File: config.mk
export PLATFORM = sky130hd
export DESIGN_NAME = rd_burst_arbiter
export DESIGN_NICKNAME = d
export VERILOG_FILES = /design/src/rtl/frame_pkg.sv /design/src/rtl/rr_pick.sv /design/src/rtl/rd_burst_arbiter.sv
export SDC_FILE = /design/constraint.sdc
export NUM_CORES = 1
export LEC_CHECK = 0
export ABC_AREA = 1
export CELL_PAD_IN_SITES_DETAIL_PLACEMENT = 2
export CELL_PAD_IN_SITES_GLOBAL_PLACEMENT = 2
export CORE_MARGIN = 3
export CORE_UTILIZATION = 28
export DETAILED_ROUTE_END_ITERATION = 10
export PLACE_DENSITY_LB_ADDON = 0.1
export SYNTH_ARGS = -nofsm -noshare
export SYNTH_HDL_FRONTEND = slang
export SYNTH_SLANG_ARGS = --single-unit
File: constraint.sdc
create_clock -name clk -period 1.7 [get_ports clk]
set_clock_uncertainty 0.2 [all_clocks]
set_input_delay 0.425 -clock clk [delete_from_list [all_inputs] [get_ports clk]]
set_output_delay 0.425 -clock clk [all_outputs]
set_load 0.01 [all_outputs]
File: src/rtl/frame_pkg.sv
// Shared constants and types for the frame read/write arbiters and frame builder.
package frame_pkg;

    localparam int N_CH_DEF     = 5;
    localparam int WORDS_DEF    = 18;
    localparam int SLOT_LEN_DEF = 64;
    localparam int RD_ON_DEF    = 40;
    localparam int RD_OFF_DEF   = 44;

    typedef enum logic [1:0] {
        IDLE = 2'd0,
        SLOT = 2'd1,
        ADV  = 2'd2,
        FIN  = 2'd3
    } arb_state_t;

    // Index of the set bit of a one-hot vector (0 when the vector is empty).
    function automatic int onehot_idx(input logic [31:0] v);
        int idx;
        idx = 0;
        for (int i = 0; i < 32; i++) begin
            if (v[i]) begin
                idx = i;
            end
        end
        return idx;
    endfunction

endpackage

File: src/rtl/rr_pick.sv
// Round-robin first-one finder: lowest set request at or above ptr, wrapping.
module rr_pick #(
    parameter int N     = 5,
    parameter int PTR_W = (N > 1) ? $clog2(N) : 1
) (
    input  logic [N-1:0]     req,
    input  logic [PTR_W-1:0] ptr,
    output logic [N-1:0]     pick,
    output logic             valid
);

    logic [2*N-1:0] dbl;
    logic [N-1:0]   rot;
    logic [N-1:0]   first;
    logic [2*N-1:0] back;

    // Rotate so ptr sits at bit 0, isolate the lowest set bit, rotate back.
    always_comb begin
        dbl   = {req, req} >> ptr;
        rot   = dbl[N-1:0];
        first = rot & ((~rot) + N'(1));
        back  = {first, first} << ptr;
        pick  = back[2*N-1:N];
    end

    assign valid = |req;

endmodule

File: src/rtl/rd_burst_arbiter.sv
// Shared receive-buffer read port arbiter: round-robin ownership, one paced
// WORDS-word read burst per accepted channel strobe.
//
// state | meaning
// IDLE  | no owner; arbitrate pending requests
// SLOT  | word slot running, slot_cnt counting, rd pulsed mid-slot
// ADV   | end of a word slot; step address or finish
// FIN   | done pulse on owner, pointer moved past it; arbitrate again
module rd_burst_arbiter
    import frame_pkg::*;
#(
    parameter int N_CH     = N_CH_DEF,
    parameter int WORDS    = WORDS_DEF,
    parameter int SLOT_LEN = SLOT_LEN_DEF,
    parameter int RD_ON    = RD_ON_DEF,
    parameter int RD_OFF   = RD_OFF_DEF,
    parameter int ADR_W    = 5
) (
    input  logic              clk,
    input  logic              rst,
    input  logic [N_CH-1:0]   strob,
    output logic [N_CH-1:0]   grant,
    output logic              rd,
    output logic [ADR_W-1:0]  rd_adr,
    output logic              busy,
    output logic [N_CH-1:0]   done
);

    localparam int PTR_W = (N_CH > 1) ? $clog2(N_CH) : 1;
    localparam int SC_W  = (SLOT_LEN > 1) ? $clog2(SLOT_LEN) : 1;

    localparam logic [SC_W-1:0]  SLOT_LAST = SC_W'(SLOT_LEN - 1);
    localparam logic [SC_W:0]    RD_ON_C   = (SC_W + 1)'(RD_ON);
    localparam logic [SC_W:0]    RD_OFF_C  = (SC_W + 1)'(RD_OFF);
    localparam logic [ADR_W-1:0] WORD_LAST = ADR_W'(WORDS - 1);

    logic [N_CH-1:0]  sync_1;
    logic [N_CH-1:0]  s_strob;
    logic [N_CH-1:0]  armed;
    logic [N_CH-1:0]  armed_nx;
    logic [N_CH-1:0]  req;
    logic [N_CH-1:0]  pick;
    logic             pick_valid;
    logic [PTR_W-1:0] rr_ptr;
    logic [PTR_W-1:0] rr_ptr_nx;

    arb_state_t       state;
    arb_state_t       state_nx;
    logic [ADR_W-1:0] word;
    logic [ADR_W-1:0] word_nx;
    logic [SC_W-1:0]  slot_cnt;
    logic [SC_W-1:0]  slot_nx;

    logic [N_CH-1:0]  grant_nx;
    logic             rd_nx;
    logic [ADR_W-1:0] rd_adr_nx;
    logic             busy_nx;
    logic [N_CH-1:0]  done_nx;
    int               owner;

    assign req = s_strob & armed;

    rr_pick #(
        .N     (N_CH),
        .PTR_W (PTR_W)
    ) u_rr_pick (
        .req   (req),
        .ptr   (rr_ptr),
        .pick  (pick),
        .valid (pick_valid)
    );

    // Two-flop synchronizer for the asynchronous channel strobes.
    always_ff @(posedge clk) begin
        if (rst) begin
            sync_1  <= '0;
            s_strob <= '0;
        end else begin
            sync_1  <= strob;
            s_strob <= sync_1;
        end
    end

    // Next-state and next-output decode; outputs are registered from these.
    always_comb begin
        state_nx  = state;
        grant_nx  = grant;
        busy_nx   = busy;
        rd_adr_nx = rd_adr;
        word_nx   = word;
        slot_nx   = slot_cnt;
        rr_ptr_nx = rr_ptr;
        done_nx   = '0;
        owner     = onehot_idx(32'(grant));
        // A released strobe re-arms its channel; a finishing burst disarms it.
        armed_nx  = armed | ~s_strob;

        case (state)
            IDLE, FIN: begin
                // FIN already sees the moved pointer and cleared arm bit, so
                // the next owner can be granted in the cycle after FIN.
                if (pick_valid) begin
                    grant_nx  = pick;
                    busy_nx   = 1'b1;
                    word_nx   = '0;
                    slot_nx   = '0;
                    rd_adr_nx = '0;
                    state_nx  = SLOT;
                end else begin
                    state_nx  = IDLE;
                end
            end
            SLOT: begin
                slot_nx = slot_cnt + 1'b1;
                if (slot_cnt == SLOT_LAST) begin
                    state_nx = ADV;
                end
            end
            ADV: begin
                if (word == WORD_LAST) begin
                    done_nx   = grant;
                    armed_nx  = armed_nx & ~grant;
                    rr_ptr_nx = (owner >= N_CH - 1) ? '0 : PTR_W'(owner + 1);
                    grant_nx  = '0;
                    busy_nx   = 1'b0;
                    rd_adr_nx = '0;
                    word_nx   = '0;
                    state_nx  = FIN;
                end else begin
                    word_nx   = word + 1'b1;
                    rd_adr_nx = word + 1'b1;
                    slot_nx   = '0;
                    state_nx  = SLOT;
                end
            end
            default: begin
                state_nx = IDLE;
            end
        endcase

        // rd tracks the slot counter it will be registered alongside.
        rd_nx = (state_nx == SLOT) &&
                ({1'b0, slot_nx} >= RD_ON_C) &&
                ({1'b0, slot_nx} <  RD_OFF_C);
    end

    // State, counters and registered outputs.
    always_ff @(posedge clk) begin
        if (rst) begin
            state    <= IDLE;
            grant    <= '0;
            rd       <= 1'b0;
            rd_adr   <= '0;
            busy     <= 1'b0;
            done     <= '0;
            armed    <= '1;
            rr_ptr   <= '0;
            word     <= '0;
            slot_cnt <= '0;
        end else begin
            state    <= state_nx;
            grant    <= grant_nx;
            rd       <= rd_nx;
            rd_adr   <= rd_adr_nx;
            busy     <= busy_nx;
            done     <= done_nx;
            armed    <= armed_nx;
            rr_ptr   <= rr_ptr_nx;
            word     <= word_nx;
            slot_cnt <= slot_nx;
        end
    end

endmodule

==> impl_metrics.yaml, run 1 <==
run_status:
  status: "complete, but fails checks"
  violations: "negative setup slack"
sta:
  hold_viol_final: 0
  worst_slew_pin_slew_ns: 0.346
  grt_setup_unrepaired: "yes"
  min_period_ns: 1.91
  period_share_pct: 112
  slew_violations: 0
  finalSetupTns_ns: -3.16
  worst_slack_ns: -0.210
  slew_headroom_pct: 76.9
  fmax_ghz: 0.524
  finalSetupViolations: 29
routing:
  vias: 2561
  routed_wl_microns: 11200
  firstDrtPassIters: 4
  drc: 0
  first_iter_violations: 76
  ant_nets: 0
  vias_per_cell: 5.06
  avgRoutedWirePerCell_microns: 22.1
grt:
  grt_util_all_layers_pct: 21.1
  grt_pass1_vias: 2755
  grt_pass1_wl_microns: 14500
  grt_max_degree: 21
  antenna_found_initial: 0
  grt-ovfl-total: 0
synthesis:
  ys_ff_latch: 43
  seq_area_frac_synth_pct: 38.7
  ys_top_cells_by_area: "dfxtp_1 39%, nand3_1 12%, nand2_1 12%, inv_1 7.8%, nor2_1 6.1%"
  yosysMostFrequentCell: "nand2_1"
  synth-edff-count: 0
  synth_nets: 341
  ys_warn_count: 0
  avgSynthCellArea_sq_um: 6.77
  synth_cells: 328
  synth.distinct_cells: 29
  synthTopCellsByCount: "70 x nand2_1, 54 x nand3_1, 46 x inv_1"
  synth_top_area_share_pct: 38.7
  synth_area_sq_um: 2220
  synth_top_cell_by_area: "dfxtp_1"
  ys_async_sr_fraction_pct: 0
  yosys_most_used_dff: "dfxtp_1"
clock_network:
  hold_buffers: 0
  clkLatencyLatePin_ns: 0.31
  cts_tree: "built"
  path_clk_slew_ns: 0.10
  clock_sinks: 43
  cts_buffers: 5
  htreeDepth: 2
  root_buffer: "clkbuf_8"
  cts.path.max_buffers: 2
layout:
  seqCellArea_sq_um: 906
  diodes: 0
  post-route-util_pct: 49.1
  final_area_sq_um: 3680
  drive_gt1_share_pct: 50.6
  area_growth_pct: 65.5
  finalNetCount: 420
  multi_input_area_sq_um: 1660
  fillCellCount: 784
place:
  postPlaceCellArea_sq_um: 2890
  gp_congestion: 0.807
  io_buffers: 23
  dp_hpwl_microns: 6030
floorplan:
  io_pins: 24
  initial_core_util_pct: 29.7
  die_w_microns: 95.1
  core_sq_um: 7490
  rows: 31
  fp.dieH_microns: 95.1
  die-area_sq_um: 9040
power_and_ir_drop:
  finalPower_mw: 2.33
  powerDensity_nw_per_um2: 633
  peakVddDrop_mv: 0.358
  leakage_nw: 1.64
min_path:
  min_path_type: "flop to flop"
critical_path:
  critPathLaunchType: "flop"
  slowest_delay_ns: 0.41
  end_kind: "flop"
  cp_cell_sequence: "inv_8, buf_6, nand3_2, nand3_2, nand3_2, nand2_4, nor2_4, nand4_1, nand3_1, nand2_2, nand2_1, nand3_2, nand2_1"
  crit_family: "simple AND/OR/NAND/NOR gates"
  critPathArrivalTime_ns: 1.97
  crit_fanout: 8
  critical_path.slowest_cell: "dfxtp_4"
  worstPathRequired_ns: 1.76
  cpMostUsedCell: "nand3_2"
  crit_type: "flop to flop"
  cp_num_buf_inv: 2
flow_run:
  drv_cap: 0
==> through the flow <==
stage | setup slack, ns | instances | hold WS [ns]
after floorplan | -0.0306 | 328 | 0.188
after global placement | -0.260 | 484 | 0.195
after detailed placement | -0.266 | 484 | 0.199
after CTS | -0.125 | 499 | 0.203
after global routing | -0.305 | 506 | 0.244
final | -0.210 | 506 | 0.217
==> worst paths after layout <==
path	to	slack [ns]	start	cells past startpoint
setup / recovery	grant[4]	-0.21	rr_ptr[0]	13
hold / removal	s_strob[0]	0.22	sync_1[0]	2
setup reg to reg	grant[4]	-0.21	rr_ptr[0]	13
hold reg to reg	s_strob[0]	0.22	sync_1[0]	2
==> placed cells by master (no fill, tap or decap), types with 4 or more instances in the layout <==
master / instances
a21oi_2: 9
inv_2: 10
a21oi_1: 4
nand3_1: 24
nand2_4: 4
inv_1: 34
nor2_1: 24
buf_6: 12
nor2_4: 11
clkdlybuf4s50_1: 6
buf_4: 44
dfxtp_4: 8
nand3_2: 26
o21ai_1: 9
nand4_1: 4
a211oi_2: 4
dfxtp_2: 12
clkbuf_8: 6
nand2_2: 26
o21ai_2: 6
a31oi_1: 5
dfxtp_1: 23
nand2_1: 42
nand3_4: 6
dlygate4sd2_1: 12
==> area by class of cell <==
type / instances / share of cell area [%]
Tap cell: 99 / 3.37
Clock inverter: 1 / 0.136
Multi-Input combinational cell: 228 / 45.0
Clock buffer: 6 / 2.24
Sequential cell: 43 / 24.6
Inverter: 48 / 5.31
Timing Repair Buffer: 81 / 19.3
==> worst min-delay path: stages, from the launching register on <==
cell     delay, ns
dfxtp_1       0.31
inv_1         0.05
nor2_1        0.04
==> registers in the layout, indices dropped and copies added (netlist names) <==
register / flops
slot_cnt: 6
word: 5
rd: 1
s_strob: 5
rr_ptr: 3
grant: 5
busy: 1
done: 5
armed: 5
state: 2
sync_1: 5
==> cells by family (layout without fill, tap and decap cells) <==
| group | count (synthesis) | in the layout | synth area share, % |
|---|---|---|---|
| compound gates | 45 | 45 | 11.7 |
| xor+xnor | 2 | 2 | 0.788 |
| fa+ha+maj | 6 | 6 | 3.38 |
| buf+inv | 57 | 136 | 10.2 |
| flops | 43 | 43 | 38.7 |
| simple gates | 175 | 175 | 35.1 |
==> power by group <==
part / total [mW] / switching [mW] / leakage (nW) / internal, mW
logic: 0.564 / 0.317 / 1.23 / 0.248
clock network: 0.702 / 0.382 / 0.0470 / 0.320
registers: 1.06 / 0.0301 / 0.357 / 1.03
==> per-layer routing <==
metal / track usage (%) / vias up / part of all wire (%) / wire length, microns
li1: - / 1227 / - / -
met5: 0 / - / 0 / 0
met1: 25.3 / 1278 / 42 / 4670
met2: 38.4 / 37 / 54 / 6020
met3: 3.08 / 19 / 2.0 / 219
met4: 6.85 / 0 / 2.4 / 270
==> what timing repair did <==
item                       CTS  global route
resized for setup           94           122
gates cloned                 0             0
buffers inserted             8             8
setup endpoints to repair   47            34
pin swaps                    9            27
(Power assumes the default switching activity.)
==> run 2: changes to the inputs <==
- CELL_PAD_IN_SITES_DETAIL_PLACEMENT: 2 -> not set
- CELL_PAD_IN_SITES_GLOBAL_PLACEMENT: 2 -> not set
- CORE_UTILIZATION: 28 -> 40
- GPL_ROUTABILITY_DRIVEN: not set -> 0
- PLACE_DENSITY_LB_ADDON: 0.1 -> not set
- clock period: 1.7 -> 1.8 ns (I/O delays scaled with it)
==> run 2 against run 1 <==
Clock power fell by 15%. Sequential power fell by 6%. Fmax rose by 7.4%. Critical endpoint is now grant[1]. Global-route usage fell by 3.0 points. Sequential share of layout area rose by 2.6 points. Setup slack improved by 0.23 ns. The flow now finishes without violations. Critical path depth rose by 1. Count of clock-buffer cells in the layout did not move. Die area fell by 28%. Non-clock buffer count fell by 18. Final cell count fell by 9.1%.
==> impl_metrics.yaml, run 2 (synthesis results as in run 1) <==
run_status:
  status: "finished clean"
critical_path:
  startpoint: "rr_ptr[0]"
  cp_cell_sequence: "buf_6, nand3_4, nand2_1, nand2_2, nand3_2, nand2_2, nand2_2, nor2_2, nand2_1, nand2_1, nand3_1, nand3_1, nand3_1, nand2_1"
  cp-endpoint: "grant[1]"
  r2r-start: "rr_ptr[0]"
  critPathArrivalTime_ns: 1.83
  critical_path.slowest_cell: "dfxtp_4"
  crit_type: "flop to flop"
  rr_endpoint: "grant[1]"
  critPathLaunchType: "flop"
  reg2reg_slack_ns: 0.02
  cpMostUsedCell: "nand2_1"
  slowest_delay_ns: 0.37
  worst-r2r-cell-count: 14
  worstPathRequired_ns: 1.85
  end_kind: "flop"
  crit_fanout: 5
place:
  postPlaceCellArea_sq_um: 2730
  dp.cells: 440
  dp_hpwl_microns: 4170
  io_buffers: 23
  place_ws_ns: -0.0933
floorplan:
  core_sq_um: 5240
  die_w_microns: 80.5
  die-area_sq_um: 6490
  fp.dieH_microns: 80.5
  rows: 26
  initial_core_util_pct: 42.4
  io_pins: 24
layout:
  layout_commonest_cell: "nand2_1"
  largest_register: "slot_cnt"
  final_area_sq_um: 3290
  area_growth_pct: 48.0
  mostFrequentLayoutCells: "52 x nand2_1, 36 x inv_1, 32 x buf_4"
  drive_gt1_share_pct: 39.0
  fin_cells: 460
  post-route-util_pct: 62.8
  largest_register_ffs: 6
  diodes: 0
  finalNetCount: 402
routing:
  vias_per_cell: 5.09
  first_iter_violations: 129
  vias: 2341
  avgRoutedWirePerCell_microns: 13.3
  routed_wl_microns: 6100
  ant_nets: 0
  drc: 0
  firstDrtPassIters: 4
clock_network:
  clock_sinks: 43
  cts_tree: "built"
  hold_buffers: 0
  root_buffer: "clkbuf_8"
  path_clk_slew_ns: 0.09
  cts.path.max_buffers: 2
  clkLatencyLatePin_ns: 0.30
  htreeDepth: 2
  cts_buffers: 5
grt:
  antenna_found_initial: 0
  grt_pass1_vias: 2028
  grt-ovfl-total: 0
  grt_pass1_wl_microns: 9210
  grt_util_all_layers_pct: 18.1
  grt_max_degree: 18
sta:
  worst_slew_pin_slew_ns: 0.241
  min_period_ns: 1.78
  grt_setup_unrepaired: "yes"
  finalSetupViolations: 0
  period_share_pct: 98.8
  fmax_ghz: 0.562
  hold_viol_final: 0
  worst_slack_ns: 0.0216
  slew_headroom_pct: 83.7
  slew_violations: 0
power_and_ir_drop:
  peakVddDrop_mv: 0.485
  powerDensity_nw_per_um2: 605
  finalPower_mw: 1.99
  leakage_nw: 1.51
flow_run:
  drv_cap: 0
min_path:
  min_path_type: "flop to flop"
## run 2: changes by cell type in the layout (fill, tap and decap cells not counted), sizes merged
cell           change
buf               -19
dlygate4sd2        +4
clkdlybuf4s15      -3
clkinvlp           +2
clkbuf             -1
dlymetal6s2s       +1
inv                -1
## run 2: report_power, final
group	switching [mW]	internal (mW)	total, mW
combinational	0.206	0.182	0.388
sequential	0.0242	0.979	1.00
clock	0.327	0.271	0.598
total	0.557	1.43	1.99
## run 2: per-stage QoR
| step | hold slack, ns | TNS (ns) |
|---|---|---|
| 3_5_place_dp | 0.194 | -0.432 |
| 2_1_floorplan | 0.188 | 0 |
| 5_1_grt | 0.222 | -0.704 |
| 6_report | 0.197 | 0 |
| 3_3_place_gp | 0.191 | -0.339 |
| 4_1_cts | 0.206 | 0 |
## run 2: routing by layer
layer  track usage (%)  wire length (microns)  share of wire (%)  vias up
met5                 0                      0                  0        -
met2              29.3                   3020                 50       33
met3              3.36                    156                2.6       16
li1                  -                      -                  -     1198
met1              23.9                   2750                 45     1094
met4              6.76                    178                2.9        0
## run 2: worst min path at each step
stage,startpoint,end,slack (ns),cells after the start
6_report,sync_1[3],s_strob[3],0.20,2
5_1_grt,sync_1[3],s_strob[3],0.22,2
4_1_cts,sync_1[3],s_strob[3],0.21,2
3_5_place_dp,sync_1[3],s_strob[3],0.19,2
3_3_place_gp,sync_1[2],s_strob[2],0.19,2
2_1_floorplan,sync_1[0],s_strob[0],0.19,2
## run 2: timing repair
action / 4_1_cts / 5_1_grt
setup endpoints to repair: 26 / 25
endpoints found under the hold margin: 0 / 0
setup buffers: 4 / 7
pin swaps: 2 / 30
gates cloned: 0 / 1
resized for setup: 27 / 120
## run 2: cell type report
type                            count  area, sq um
Fill cell                         478         1950
Multi-Input combinational cell    228         1490
Sequential cell                    43          896
Timing Repair Buffer               63          539
Inverter                           48          194
Tap cell                           70         87.6
Clock buffer                        6         72.6
Clock inverter                      2         12.5
## run 2: worst max-delay path: cells and delay by family (launching register included)
kind                   cells  cell delay [ns]
DFF                        1             0.37
and+or+nand+nor           13             1.02
buffers and inverters      1             0.14
